===== src/rtl/operand_select_buf_if.sv =====
// Operand selector bus: request side (register file / decoder) and
// operand side (ALU) bundled together. The slave modport is the buffer.
interface operand_select_buf_if #(
    parameter int IN_W    = 4,
    parameter int OUT_W   = 8,
    parameter int NUM_SRC = 2,
    parameter int SEL_W   = 1
);
    logic [NUM_SRC*IN_W-1:0] src_data;
    logic [SEL_W-1:0]        src_sel;
    logic                    sign_ext;
    logic                    zero_op;
    logic                    req_valid;
    logic                    req_ready;
    logic                    out_valid;
    logic                    out_ready;
    logic [OUT_W-1:0]        out_data;
    logic                    out_err;

    modport slave (
        input  src_data,
        input  src_sel,
        input  sign_ext,
        input  zero_op,
        input  req_valid,
        output req_ready,
        output out_valid,
        input  out_ready,
        output out_data,
        output out_err
    );

    modport master (
        output src_data,
        output src_sel,
        output sign_ext,
        output zero_op,
        output req_valid,
        input  req_ready,
        input  out_valid,
        output out_ready,
        input  out_data,
        input  out_err
    );
endinterface


===== src/rtl/operand_select_buf.sv =====
// ALU operand selector with a 2-entry output buffer.
// Picks one of NUM_SRC sources, zero/sign-extends IN_W -> OUT_W, and queues
// {data, err} so a stalled ALU can back-pressure operand fetch.
//
// state | meaning
// ------+-------------------------------------------
// EMPTY | no entries queued, out_valid low
// ONE   | entry 0 is the head, entry 1 unused
// FULL  | entry 0 is the head, entry 1 queued behind it; req_ready low
module operand_select_buf #(
    parameter int IN_W    = 4,
    parameter int OUT_W   = 8,
    parameter int NUM_SRC = 2,
    parameter int SEL_W   = 1
) (
    input  logic                   clk,
    input  logic                   rst_n,
    operand_select_buf_if.slave    bus
);

    typedef enum logic [1:0] {
        EMPTY = 2'd0,
        ONE   = 2'd1,
        FULL  = 2'd2
    } state_t;

    state_t            state;
    state_t            state_nxt;

    logic [OUT_W-1:0]  ent0_data;
    logic              ent0_err;
    logic [OUT_W-1:0]  ent1_data;
    logic              ent1_err;
    logic [OUT_W-1:0]  ent0_data_nxt;
    logic              ent0_err_nxt;
    logic [OUT_W-1:0]  ent1_data_nxt;
    logic              ent1_err_nxt;

    logic [IN_W-1:0]   src_val;
    logic              sel_in_range;
    logic [OUT_W-1:0]  new_data;
    logic              new_err;

    logic              push;
    logic              pop;
    logic              req_ready_int;
    logic              out_valid_int;

    // Handshake flags depend only on registered state, so there is no
    // combinational path from out_ready to req_ready or from req_* to out_*.
    assign req_ready_int = (state != FULL);
    assign out_valid_int = (state != EMPTY);

    assign push = bus.req_valid && req_ready_int;
    assign pop  = out_valid_int && bus.out_ready;

    assign bus.req_ready = req_ready_int;
    assign bus.out_valid = out_valid_int;
    assign bus.out_data  = out_valid_int ? ent0_data : '0;
    assign bus.out_err   = out_valid_int ? ent0_err  : 1'b0;

    // Source mux: the loop only visits legal indices, so an out-of-range
    // select never reads past the packed source vector.
    always_comb begin
        src_val      = '0;
        sel_in_range = 1'b0;
        for (int k = 0; k < NUM_SRC; k++) begin
            if (bus.src_sel == SEL_W'(k)) begin
                src_val      = bus.src_data[k*IN_W +: IN_W];
                sel_in_range = 1'b1;
            end
        end
    end

    // Operand formation: zero_op beats a bad select, which beats extension.
    // The signed size cast replicates the MSB and degenerates to a plain
    // copy when OUT_W == IN_W.
    always_comb begin
        new_data = '0;
        new_err  = 1'b0;
        if (bus.zero_op) begin
            new_data = '0;
            new_err  = 1'b0;
        end else if (!sel_in_range) begin
            new_data = '0;
            new_err  = 1'b1;
        end else if (bus.sign_ext) begin
            new_data = OUT_W'(signed'(src_val));
        end else begin
            new_data = OUT_W'(src_val);
        end
    end

    // Buffer occupancy state register.
    always_ff @(posedge clk or negedge rst_n) begin
        if (!rst_n) begin
            state <= EMPTY;
        end else begin
            state <= state_nxt;
        end
    end

    // Next occupancy and entry contents; entry 0 is always the head, and
    // entry 1 shifts down on a pop from FULL.
    always_comb begin
        state_nxt     = state;
        ent0_data_nxt = ent0_data;
        ent0_err_nxt  = ent0_err;
        ent1_data_nxt = ent1_data;
        ent1_err_nxt  = ent1_err;
        case (state)
            EMPTY: begin
                if (push) begin
                    ent0_data_nxt = new_data;
                    ent0_err_nxt  = new_err;
                    state_nxt     = ONE;
                end
            end
            ONE: begin
                case ({push, pop})
                    2'b11: begin
                        ent0_data_nxt = new_data;
                        ent0_err_nxt  = new_err;
                    end
                    2'b10: begin
                        ent1_data_nxt = new_data;
                        ent1_err_nxt  = new_err;
                        state_nxt     = FULL;
                    end
                    2'b01: begin
                        state_nxt = EMPTY;
                    end
                    default: begin
                        state_nxt = ONE;
                    end
                endcase
            end
            FULL: begin
                if (pop) begin
                    ent0_data_nxt = ent1_data;
                    ent0_err_nxt  = ent1_err;
                    state_nxt     = ONE;
                end
            end
            default: begin
                state_nxt = EMPTY;
            end
        endcase
    end

    // Entry storage; reset discards everything queued.
    always_ff @(posedge clk or negedge rst_n) begin
        if (!rst_n) begin
            ent0_data <= '0;
            ent0_err  <= 1'b0;
            ent1_data <= '0;
            ent1_err  <= 1'b0;
        end else begin
            ent0_data <= ent0_data_nxt;
            ent0_err  <= ent0_err_nxt;
            ent1_data <= ent1_data_nxt;
            ent1_err  <= ent1_err_nxt;
        end
    end

endmodule


===== src/flat_wrapper.sv =====
// flat-port wrapper written by rule: the top's interface ports become plain ports
module operand_select_buf_flat 
#(
    parameter int IN_W    = 4,
    parameter int OUT_W   = 8,
    parameter int NUM_SRC = 2,
    parameter int SEL_W   = 1
)
  (clk, rst_n, bus_src_data, bus_src_sel, bus_sign_ext, bus_zero_op, bus_req_valid, bus_req_ready, bus_out_valid, bus_out_ready, bus_out_data, bus_out_err);
  operand_select_buf_if #(.IN_W(IN_W), .OUT_W(OUT_W), .NUM_SRC(NUM_SRC), .SEL_W(SEL_W)) bus_i ();
  input  logic clk;
  input  logic rst_n;
  input wire logic [$bits(bus_i.src_data)-1:0] bus_src_data;
  input wire logic [$bits(bus_i.src_sel)-1:0] bus_src_sel;
  input wire logic [$bits(bus_i.sign_ext)-1:0] bus_sign_ext;
  input wire logic [$bits(bus_i.zero_op)-1:0] bus_zero_op;
  input wire logic [$bits(bus_i.req_valid)-1:0] bus_req_valid;
  output wire logic [$bits(bus_i.req_ready)-1:0] bus_req_ready;
  output wire logic [$bits(bus_i.out_valid)-1:0] bus_out_valid;
  input wire logic [$bits(bus_i.out_ready)-1:0] bus_out_ready;
  output wire logic [$bits(bus_i.out_data)-1:0] bus_out_data;
  output wire logic [$bits(bus_i.out_err)-1:0] bus_out_err;
  assign bus_i.src_data = bus_src_data;
  assign bus_i.src_sel = bus_src_sel;
  assign bus_i.sign_ext = bus_sign_ext;
  assign bus_i.zero_op = bus_zero_op;
  assign bus_i.req_valid = bus_req_valid;
  assign bus_req_ready = bus_i.req_ready;
  assign bus_out_valid = bus_i.out_valid;
  assign bus_i.out_ready = bus_out_ready;
  assign bus_out_data = bus_i.out_data;
  assign bus_out_err = bus_i.out_err;
  operand_select_buf #(.IN_W(IN_W), .OUT_W(OUT_W), .NUM_SRC(NUM_SRC), .SEL_W(SEL_W)) u_core (.clk(clk), .rst_n(rst_n), .bus(bus_i));
endmodule

===== config.mk =====
export PLATFORM = sky130hd
export DESIGN_NAME = operand_select_buf_flat
export DESIGN_NICKNAME = d
export VERILOG_FILES = /design/src/rtl/operand_select_buf_if.sv /design/src/rtl/operand_select_buf.sv /design/src/flat_wrapper.sv
export SDC_FILE = /design/constraint.sdc
export NUM_CORES = 1
export LEC_CHECK = 0
export BUFFER_PORTS_ARGS = -buffer_cell sky130_fd_sc_hd__buf_2
export CORE_MARGIN = 2
export CORE_UTILIZATION = 40
export DETAILED_ROUTE_END_ITERATION = 16
export MAX_ROUTING_LAYER = met4
export PLACE_DENSITY = 0.76
export SYNTH_ARGS = -nofsm -noshare
export SYNTH_HDL_FRONTEND = slang
export SYNTH_SLANG_ARGS = --single-unit

===== constraint.sdc =====
create_clock -name clk -period 1.8 [get_ports clk]
set_clock_uncertainty 0.2 [all_clocks]
set_input_delay 0.09 -clock clk [delete_from_list [all_inputs] [get_ports clk]]
set_output_delay 0.09 -clock clk [all_outputs]
set_load 0.05 [all_outputs]

==> metrics <==
clk_lat worst skew=0.28 ns; clock transition at the registers of the reported paths=0.08 ns; initial core utilization=0.438; Post-synth top flop=dfrtp_1; CTS tree=done; core area=1760 um^2; CP cell instances=nor2b_2 -> inv_1 -> buf_2; final hold vios=0; part of the power in registers=0.384; # DRC=0; Worst Hold Class=in -> async; post-synth net total=88; drt pass-1 iters=4; Most Crowded Layer GR=met2; min Tclk post-route=1.69 ns; hpwl dp=1.16 mm; total gr overflow=0; Setup TNS=0 ns; period utilization=0.938; CP peak stage delay=0.49 ns; final setup fails=0; critical path type=reg -> out; die width=47.9 um; number of global-route vias before repair=535; Sw Ratio=0.395; GRT Util Overall=0.160; RSZ-0062 raised after global routing=no; status=finished, final reports clean; first-pass GRT wire length=2.33 mm; Die Y=47.9 um; Via density=5.06; CP arrival=1.40 ns; worst endpoint required time=1.51 ns; crit-path leading delay family=flip-flops; Crit. End Element=output pin; final core occ=0.540; met1 GRT Util=0.181; total leakage power=0.460 nW; Routed WL per cell=12.6 um; largest net degree at the start of global routing=14; diode count=0; Syn Inst Count=73; max-cap violation count=0; Post-Syn Area=772 um^2; Crit-path slowest cell=dfrtp_2; full die area=2300 um^2; Netlist cell types=23; antenna violations before repair=0; layout cell share with drive strength beyond 1=0.448; Ports=26; Clock Power Share=0.209; PwrDens=1080 nW/um^2; internal power=0.000620 W; # clock sinks=12; Vias=612; routability cong.=0.709; DR iter-0 viols=12; crit-path max FO=13; CTS Buf Count=3; crit start category=flip-flop; Post-Syn Area per Cell=10.6 um^2; H-tree Lvls=1; num rows=15; total power=0.00103 W; commonest non-fill, non-tap cell in the layout=buf_2; port bufs=24; ANT nets after route=0; Yosys warnings=0; worst IR drop on VDD=0.514 mV; WHS=0.00564 ns; fmax=593 MHz; clock buffer depth=2; sequential fraction of the synthesis area=0.389; met2 GRT Util=0.243; Async S/R FF share, synth=1.00; logic gate share of total power=0.407; Final #Nets=112; root buf cell=clkbuf_4; EDFF count, synth=0; NetSw=0.000405 W; detailed-route wire length=1.53 mm; fin. max-slew vios=0; synthesized flop and latch total=12; Area Growth Syn to Fin=23.5%; worst path bufs/invs=2; met3 Usage GRT=0.0642; most frequent cells in the layout=buf_2, dfrtp_1, o31ai_1
[Yosys cell counts (2+ instances only)]
master | count | area (um^2)
nand2_1 | 5 | 18.8
buf_2 | 3 | 15.0
buf_4 | 4 | 30.0
mux2i_1 | 4 | 40.0
dfrtp_1 | 12 | 300
nand3b_1 | 6 | 45.0
inv_1 | 3 | 11.3
o31ai_1 | 8 | 60.1
nor2b_1 | 7 | 43.8
nor2_1 | 2 | 7.51
clkbuf_1 | 2 | 7.51
mux2_4 | 5 | 75.1
a21oi_1 | 2 | 10.0
[power groups by stage]
| stage | Clock (W) | Sequential [W] | Combinational, W |
|---|---|---|---|
| 6_report | 0.000215 | 0.000394 | 0.000417 |
| 5_1_grt | 0.000229 | 0.000402 | 0.000448 |
| 4_1_cts | 0.000220 | 0.000390 | 0.000420 |
| 3_5_place_dp | 0 | 0.000393 | 0.000412 |
| 3_3_place_gp | 0 | 0.000388 | 0.000401 |
| 2_1_floorplan | 0 | 0.000365 | 0.000369 |
[final timing paths]
kind	slack [ns]	endpoint	depth (start not counted)	from
setup / recovery	0.11	bus_req_ready	3	u_core.state[1]
max in group asynchronous	1.16	u_core.state[0]	2	rst_n
setup reg to reg	0.20	u_core.ent0_data[1]	3	u_core.state[1]
hold / removal	0.006	u_core.state[1]	2	rst_n
hold reg to reg	0.29	u_core.ent1_data[3]	2	u_core.ent1_data[3]
min in group clk	0.01	u_core.state[0]	3	bus_req_valid
[layer usage]
metal | part of all wire | up-vias
li1 | - | 299
met1 | 0.44 | 287
met2 | 0.48 | 22
met3 | 0.063 | 4
met4 | 0.018 | 0
met5 | 0 | -
[cells by family after synthesis]
kind of cell           after synthesis  share of synthesized area
and+or+nand+nor                     23                      0.190
AOI/OAI and AO/OA                   14                      0.152
buffers and inverters               13                     0.0972
DFF                                 12                      0.389
muxes                               10                      0.167
other                                1                    0.00486
[registers in the layout, summed over array words and instances (netlist names)]
signal / flops
u_core.state: 2
u_core.ent0_data: 5
u_core.ent1_data: 5
[what timing repair did]
item | in CTS | in global routing
gates cloned | 0 | 0
pin swaps | 0 | 0
setup buffers | 0 | 0
hold buffers | 4 | 0
hold endpoints to repair | 18 | 0
endpoints found under the setup margin | 5 | 7
resized for setup | 2 | 2
[through the flow]
stage               instances  worst slack, ns  cell area (um^2)
detailed placement        113           0.0785               870
global placement          113            0.175               870
CTS                       121           0.0146               951
global route              121           0.0484               953
floorplan                  73           0.0679               774
finish                    121            0.112               953
[worst reg2reg max path, delay by kind of cell, from the launching register on]
kind | cells | cell delay [ns]
multiplexers | 1 | 0.33
flip-flops | 1 | 0.50
AND/OR/NAND/NOR | 1 | 0.21
AO/OA/AOI/OAI | 1 | 0.26
[cell type report]
cell class / count / area [um^2]
fill: 182 / 811
timing repair buffer: 29 / 168
sequential: 12 / 303
inverter: 3 / 11.3
multi-input combinational: 48 / 404
clock buffer: 4 / 36.3
tap: 25 / 31.3
(Power assumes the default switching activity.)
